**src/rtl/mux_rr_scheduler.sv**
```systemverilog
// Round-robin scheduler sharing a 2-bit 4:1 select datapath among four requesters,
// with a registered valid/ready output and a one-cycle ack. Define MUX_SCHED_CNT_EN to add grant_cnt.
module mux_rr_scheduler #(
  parameter int GAP_CYCLES = 2,
  parameter int CNT_W      = 8
) (
  input  logic             clk,
  input  logic             rst,
  input  logic [3:0]       req,
  input  logic [1:0]       U,
  input  logic [1:0]       V,
  input  logic [1:0]       W,
  input  logic [1:0]       X,
  input  logic             out_ready,
  output logic [1:0]       M,
  output logic             out_valid,
  output logic [1:0]       S,
  output logic [3:0]       ack,
  output logic             busy,
`ifdef MUX_SCHED_CNT_EN
  output logic [4*CNT_W-1:0] grant_cnt,
`endif
  output logic [1:0]       dbg_state
);

  // Handshake: M is transferred on any rising edge where out_valid && out_ready;
  // once out_valid is high, M and S stay frozen until that edge.
  typedef enum logic [1:0] {
    ST_IDLE = 2'd0,
    ST_BUSY = 2'd1,
    ST_GAP  = 2'd2
  } state_t;

  state_t     state_q, state_d;
  logic [1:0] m_q, m_d;
  logic [1:0] s_q, s_d;
  logic [1:0] ptr_q, ptr_d;
  logic       valid_q, valid_d;
  logic [3:0] ack_q, ack_d;
  logic [3:0] gap_q, gap_d;

  logic       found;
  logic [1:0] grant;
  logic [1:0] idx;
  logic [1:0] sel_word;
  logic       accept;

  // First asserted request at or after ptr_q, wrapping 3 -> 0.
  always_comb begin
    found = 1'b0;
    grant = ptr_q;
    idx   = ptr_q;
    for (int i = 0; i < 4; i++) begin
      idx = ptr_q + 2'(i);
      if (!found && req[idx]) begin
        found = 1'b1;
        grant = idx;
      end
    end
  end

  always_comb begin
    case (grant)
      2'd0:    sel_word = U;
      2'd1:    sel_word = V;
      2'd2:    sel_word = W;
      default: sel_word = X;
    endcase
  end

  assign accept = (state_q == ST_BUSY) && valid_q && out_ready;

  always_comb begin
    state_d = state_q;
    m_d     = m_q;
    s_d     = s_q;
    ptr_d   = ptr_q;
    valid_d = valid_q;
    ack_d   = 4'b0000;
    gap_d   = gap_q;
    case (state_q)
      ST_IDLE: begin
        if (found) begin
          s_d     = grant;
          m_d     = sel_word;
          valid_d = 1'b1;
          state_d = ST_BUSY;
        end
      end
      ST_BUSY: begin
        if (accept) begin
          valid_d = 1'b0;
          ack_d   = 4'b0001 << s_q;
          ptr_d   = s_q + 2'd1;
          if (GAP_CYCLES == 0) begin
            state_d = ST_IDLE;
          end else begin
            state_d = ST_GAP;
            gap_d   = 4'(GAP_CYCLES);
          end
        end
      end
      ST_GAP: begin
        gap_d = gap_q - 4'd1;
        if (gap_q <= 4'd1) begin
          state_d = ST_IDLE;
        end
      end
      default: state_d = ST_IDLE;
    endcase
  end

  always_ff @(posedge clk or posedge rst) begin
    if (rst) begin
      state_q <= ST_IDLE;
      m_q     <= 2'b00;
      s_q     <= 2'b00;
      ptr_q   <= 2'b00;
      valid_q <= 1'b0;
      ack_q   <= 4'b0000;
      gap_q   <= 4'd0;
    end else begin
      state_q <= state_d;
      m_q     <= m_d;
      s_q     <= s_d;
      ptr_q   <= ptr_d;
      valid_q <= valid_d;
      ack_q   <= ack_d;
      gap_q   <= gap_d;
    end
  end

  assign M         = m_q;
  assign S         = s_q;
  assign out_valid = valid_q;
  assign ack       = ack_q;
  assign busy      = (state_q != ST_IDLE);
  assign dbg_state = state_q;

  // Counter width must be at least one bit.
  if (CNT_W < 1) begin : g_bad_cnt_w
  end

`ifdef MUX_SCHED_CNT_EN
  logic [CNT_W-1:0] cnt_q [4];

  // Saturating per-source counters, bumped on the same edge that raises ack.
  always_ff @(posedge clk or posedge rst) begin
    if (rst) begin
      for (int i = 0; i < 4; i++) cnt_q[i] <= '0;
    end else if (accept && (cnt_q[s_q] != {CNT_W{1'b1}})) begin
      cnt_q[s_q] <= cnt_q[s_q] + 1'b1;
    end
  end

  for (genvar g = 0; g < 4; g++) begin : g_cnt_out
    assign grant_cnt[g*CNT_W +: CNT_W] = cnt_q[g];
  end
`endif

endmodule
```
**config.mk**
```make
export PLATFORM = sky130hd
export DESIGN_NAME = mux_rr_scheduler
export DESIGN_NICKNAME = d
export VERILOG_FILES = /design/src/rtl/mux_rr_scheduler.sv
export SDC_FILE = /design/constraint.sdc
export NUM_CORES = 1
export LEC_CHECK = 0
export ABC_CLOCK_PERIOD_IN_PS = 2100
export CORE_MARGIN = 4
export CORE_UTILIZATION = 30
export CTS_CLUSTER_DIAMETER = 200
export DETAILED_ROUTE_END_ITERATION = 7
export GPL_TIMING_DRIVEN = 0
export PLACE_DENSITY = 0.6
export SYNTH_ARGS = -nofsm -noshare
export SYNTH_HDL_FRONTEND = slang
export SYNTH_SLANG_ARGS = --single-unit
```
**constraint.sdc**
```tcl
create_clock -name clk -period 2.1 [get_ports clk]
set_input_delay 0.42 -clock clk [delete_from_list [all_inputs] [get_ports clk]]
set_output_delay 0.42 -clock clk [all_outputs]
set_load 0.01 [all_outputs]
```
==> flow_summary.ini <==
[power]
p_switching_mw = 0.543
power_leakage_nw = 0.561
ir_drop_mv = 0.735
powerDensity_mw_per_mm2 = 1200
power_frac_clock_pct = 11.7
power_mw = 1.46
p_sw_share_pct = 37.2
internal_power_mw = 0.918
comb_power_share_pct = 49.2
seqPwrFrac_pct = 39.2

[route]
wl_per_cell_um = 12.7
num_vias = 680
drc = 0
ant_nets = 0
drt_first_pass_iters = 4
drt-initial-drc-count = 30
via_per_inst = 4.72
postRouteWirelength_mm = 1.82

[clocking]
ctsHoldBuffers = 0
clock_sinks = 17
post-cts-setup-buffers = 0
cts_inserted_buffers = 3
cts_tree = yes
clockBufferDepth = 2
htreeDepth = 1
clk_pin_slew_ps = 100
clock_latency_ps = 280
cts_root_buf = clkbuf_4

[placement]
dpl.hpwl_mm = 1.42
io_buffers = 26
dpl_cell_area_mm2 = 0.00118
pre_cts_ws_ps = -369
place.gp.congestion = 0.773

[worst_hold_path]
worstHoldPathType = in2async

[run_status]
outcome = finished, final reports clean

[synthesis]
synth_area_leader_cell = dfrtp_1
synth.most_common_cell = dfrtp_1
netlist_area_um2 = 885
yosysSeqAreaShare_pct = 48.1
yosysWarnings = 0
synth_cells = 83
synthTopCellsByArea = dfrtp_1 48%, ha_1 8.5%, o21ai_0 5.7%, mux4_2 5.1%, nand2_1 3.8%
synthArstFlopShare_pct = 100
synth.top_cells.by_count = 17 x dfrtp_1, 10 x o21ai_0, 9 x nand2_1
ys.flop_type = dfrtp_1
avgSynthCellArea_um2 = 10.7
synth_edf_count = 0
ys_seq_elements = 17
synth_cell_types = 23
yosysTopAreaCellShare_pct = 48.1
syn-num-nets = 104

[timing]
hold_ws_ps = 508
max_slew_margin_pct = 58.2
rsz0062_at_grt = false
fin_ws_ps = 52.4
timing.final.crit_share_pct = 97.5
tightest_slew_ps = 627
finalSetupViolCount = 0
fmax_mhz = 488
hold_viol = 0
setup_tns_ps = 0
skew_ps = 9.30
slew_viol_final = 0
fin_crit_ps = 2050

[cells_and_area]
fillerInstances = 268
drive_gt1_share_pct = 11.5
n_antenna_cell = 0
num-nets-final = 135
multiInputGateArea_um2 = 443
syn_to_final_growth_pct = 38.0
final_cell_area_mm2 = 0.00122
register_area_um2 = 425

[job]
maxCapViolCount = 0

[setup_path]
cp.buffers_inverters = 1
cpLargestDelayFamily = multiplexers
start_kind = primary input
required_ps = 2270
setup.worst_path.class = in2reg
cp_slowest_cell = mux4_2
crit_chain = clkdlybuf4s50_1 -> nor2b_1 -> o21a_1 -> nor2_4 -> mux4_2 -> mux2_2
max_stage_delay_ps = 520
endpoint_kind = flip-flop
arrival_ps = 2220
cp_max_fo = 4

[global_route]
antenna_found_initial = 0
overflow = 0
grt_start_max_net_pins = 18
track_usage_pct = 9.62
grt_pass1_wl_mm = 3.08
grt_pass1_vias = 669

[floorplanning]
rows = 19
die-width_um = 62.3
ioPinCount = 27
core_area_mm2 = 0.00278
die_y_um = 62.3
start_util_pct = 31.8
die_area_mm2 = 0.00388
flip-flops by register name, summed over array words and instances (netlist names):
register	flops
out_valid	1
ack	4
S	2
M	2
ptr_q	2
dbg_state	2
gap_q	4
cells in the final DEF, fill, tap and decap left out, types with 2 or more instances in the layout:
cell type	instances
clkdlybuf4s50_1	24
dfrtp_1	17
o21ai_0	10
nand2_1	9
inv_1	7
ha_1	6
nor2_1	4
nand3_1	4
and2_1	4
nor2b_1	3
mux2_2	3
clkbuf_4	3
a21oi_1	2
mux4_2	2
cell type report:
class	count	share of cell area, %
Multi-Input combinational cell	59	36.3
Sequential cell	17	34.8
Timing Repair Buffer	26	21.4
Tap cell	31	3.18
Clock buffer	4	2.15
Inverter	7	2.15
power groups by stage:
stage	Clock [mW]	Combinational (mW)	Sequential, mW
3_5_place_dp	0	0.716	0.577
2_1_floorplan	0	0.399	0.586
6_report	0.170	0.719	0.572
5_1_grt	0.202	0.800	0.600
4_1_cts	0.180	0.720	0.574
3_3_place_gp	0	0.705	0.568
path summary, 6_finish.rpt:
check	from	endpoint	slack [ps]	depth (start not counted)
setup / recovery	req[2]	M[0]	50	6
hold / removal	rst	ack[2]	510	2
setup reg to reg	ptr_q[1]	M[0]	230	5
hold reg to reg	gap_q[3]	gap_q[3]	510	1
max in group asynchronous	rst	M[1]	1180	2
min in group clk	gap_q[3]	gap_q[3]	510	1
through the flow:
stage               util [%]  std cells
floorplan                  -         83
global placement        42.6        140
detailed placement      42.6        140
CTS                     43.6        144
global route            43.9        144
finish                  43.9        144
what timing repair did:
action | in CTS | in global routing
gates resized for setup | 2 | 2
pin swaps | 1 | 1
endpoints found under the setup margin | 2 | 2
per-layer routing:
| layer | GRT usage (%) | share of wire, % | up-vias |
|---|---|---|---|
| met5 | 0 | 0 | - |
| met1 | 12.7 | 46 | 319 |
| met4 | 2.39 | 0.71 | 0 |
| li1 | - | - | 347 |
| met2 | 15.0 | 49 | 12 |
| met3 | 3.42 | 3.6 | 2 |
cells by family after synthesis:
logic type               share of synthesized area [%]
buffers and inverters                             2.97
AO/OA/AOI/OAI                                     13.9
adder cells (fa/ha/maj)                           8.49
AND/OR/NAND/NOR                                   17.7
flip-flops                                        48.1
multiplexers                                      8.91
Power figures use the tool's default switching activity.
==> RTL edit, RTL diff (same flow settings) <==
Put one more register stage on the output `dbg_state`, with the module's reset. The value now appears one clock later. The other outputs are not delayed to match.
--- a/src/rtl/mux_rr_scheduler.sv
+++ b/src/rtl/mux_rr_scheduler.sv
@@ -135,7 +135,13 @@
   assign out_valid = valid_q;
   assign ack       = ack_q;
   assign busy      = (state_q != ST_IDLE);
-  assign dbg_state = state_q;
+  always_ff @(posedge clk or posedge rst) begin
+    if (rst) begin
+      dbg_state <= '0;
+    end else begin
+      dbg_state <= state_q;
+    end
+  end
 
   // Counter width must be at least one bit.
   if (CNT_W < 1) begin : g_bad_cnt_w
Check against the original RTL: not equivalent (Yosys sat finds a counterexample within 4 cycles, from zero or initial values and one cycle with rst high).
==> RTL edit against the unedited design <==
- critical path depth unchanged
- synthesized area grew 6.5%
- wire length up 2.4%
- core utilization fell by 0.27 points
- design area is 8.2% higher
- first-iteration DRC count is 73% lower
- sequential cell count up 2
- setup slack worse by 2.0 ps
- synthesized cell count grew 4.8%
- power rose by 3.0%
- critical path type unchanged
==> RTL edit: results (changes against the unedited design) <==
| Metric | Value |
|---|---|
| WL/cell | 11.5 um (-9.0%) |
| VDD IR max | 0.000367 V (-50%) |
| First DRT Iteration DRCs | 8 (-73%) |
| CP delay by family, top | multiplexers |
| Vias per cell | 4.55 (-3.7%) |
| Placed cell area | 1260 um2 (+6.2%) |
| Worst slew margin | 52.5% (-5.7 points) |
| Ys flop type | dfrtp_1 |
| GRT Util Overall | 9.84% (+0.22 points) |
| Syn_nets | 108 (+3.8%) |
| CP arrival | approximately 2200 ps |
| Clk buf depth | 2 (unchanged) |
| Global placer's final weighted congestion | 0.801 (+3.6%) |
| Result of the run | finished, final reports clean |
| Leakage Power | 0.598 nW (+6.6%) |
| R2r endpoint | M[0] |
| Drt pass-1 iters | 4 (unchanged) |
| First-pass GRT wire length | 3250 um (+5.6%) |
| Top post-synthesis cells by count | dfrtp_1 (19), o21ai_0 (11), nand2_1 (9) |
| IO buf count | 26 (unchanged) |
| CTS root buffer | clkbuf_4 |
| Post-Syn Area per Cell | 10.8 um2 (+1.6%) |
| Diodes inserted | 0 (unchanged) |
| CTS clk-pin slew, worst paths | 110 ps |
| Leading post-synthesis cells by cell area | dfrtp_1 (50%), ha_1 (8.0%), o21ai_0 (5.8%), mux4_1 (5.6%), nand2_1 (3.6%) |
| Placed insts | 157 (+12%) |
| Skew-Pair Late Insertion Delay | 280 ps (about the same) |
| Sequential area share after synthesis | 50.5% (+2.4 points) |
| Slowest stage delay, CP | 560 ps (+40 ps) |
| Synth cell types | 24 (+4.3%) |
| CTS Buf Count | 3 (unchanged) |
| Hold Path Class | flip-flop to flip-flop |
| Path depth of the worst reg2reg path | 5 (unchanged) |
| Initial antenna violation count | 0 (unchanged) |
| CP max-delay cell | mux4_1 |
| CTS H-tree depth | 1 (unchanged) |
| Synth warn | 0 (unchanged) |
| Hold Path Sink | dbg_state[1] |
| FF-to-FF setup slack | 200 ps (-30 ps) |
| Worst clock skew | 5.63 ps (-3.67 ps) |
| Fraction of layout instances using a drive strength above 1 | 10.2% (-1.3 points) |
| Routed WL | 1870 um (+2.4%) |
| Asr flop ratio synth | 100% (unchanged) |
| Critical path peak fanout | 4 (unchanged) |
| R2r startpoint | ptr_q[1] |
| Largest net degree at the start of global routing | 20 (+2) |
| Vias in the first global route | 801 (+20%) |
| Fin nets | 140 (+3.7%) |
| Worst Hold Depth | 0 |
| Hold_sp | state_q[1] |
| DP Wirelength | 1420 um (-0.14%) |
-- RTL edit: cells by family after synthesis --
kind of cell	count (synthesis)	share of synthesized area, %
and+or+nand+nor	33	18.7
AOI/OAI and AO/OA	16	10.5
muxes	5	9.16
adders and majority gates	6	7.97
DFF	19	50.5
buffers and inverters	8	3.19
-- RTL edit: metal layers --
metal,part of all wire [%],track usage (%)
met1,42,11.0
met5,0,0
met3,7.3,2.46
met2,50,17.3
met4,0.80,4.58
-- RTL edit: per-stage QoR --
| stage | worst slack (ps) | setup TNS [ps] | hold WS, ps |
|---|---|---|---|
| global route | -14.0 | -14.0 | 510 |
| floorplan | 278 | 0 | 371 |
| CTS | 7.18 | 0 | 485 |
| finish | 50.4 | 0 | 485 |
| global placement | -315 | -628 | 443 |
| detailed placement | -338 | -663 | 461 |
-- RTL edit: how the worst max path moves through the flow --
stage                  start    to  slack [ps]
floorplan           ptr_q[1]  M[0]         280
CTS                   req[0]  M[0]           7
global placement      req[0]  M[1]        -320
finish                req[2]  M[0]          50
detailed placement    req[0]  M[0]        -340
global route          req[2]  M[0]         -10
-- RTL edit: repair_timing --
action	4_1_cts	5_1_grt
hold buffers	0	0
hold endpoints to repair	0	0
pin swaps	1	0
buffers inserted	1	0
resized for setup	0	6
setup endpoints to repair	2	2
-- RTL edit: layout make-up --
type | instances | area, um2
flip-flops and latches | 19 | 475
repair buffers | 27 | 273
fillers | 300 | 1710
inverters | 7 | 26.3
clock buffers | 4 | 26.3
well taps | 44 | 55.1
multi-input cells | 60 | 462
plain buffers | 1 | 3.75
-- RTL edit: power breakdown --
| part | switching (mW) | internal, mW | total (mW) |
|---|---|---|---|
| Sequential | 0.117 | 0.507 | 0.623 |
| Clock | 0.104 | 0.0737 | 0.177 |
| Combinational | 0.312 | 0.391 | 0.703 |
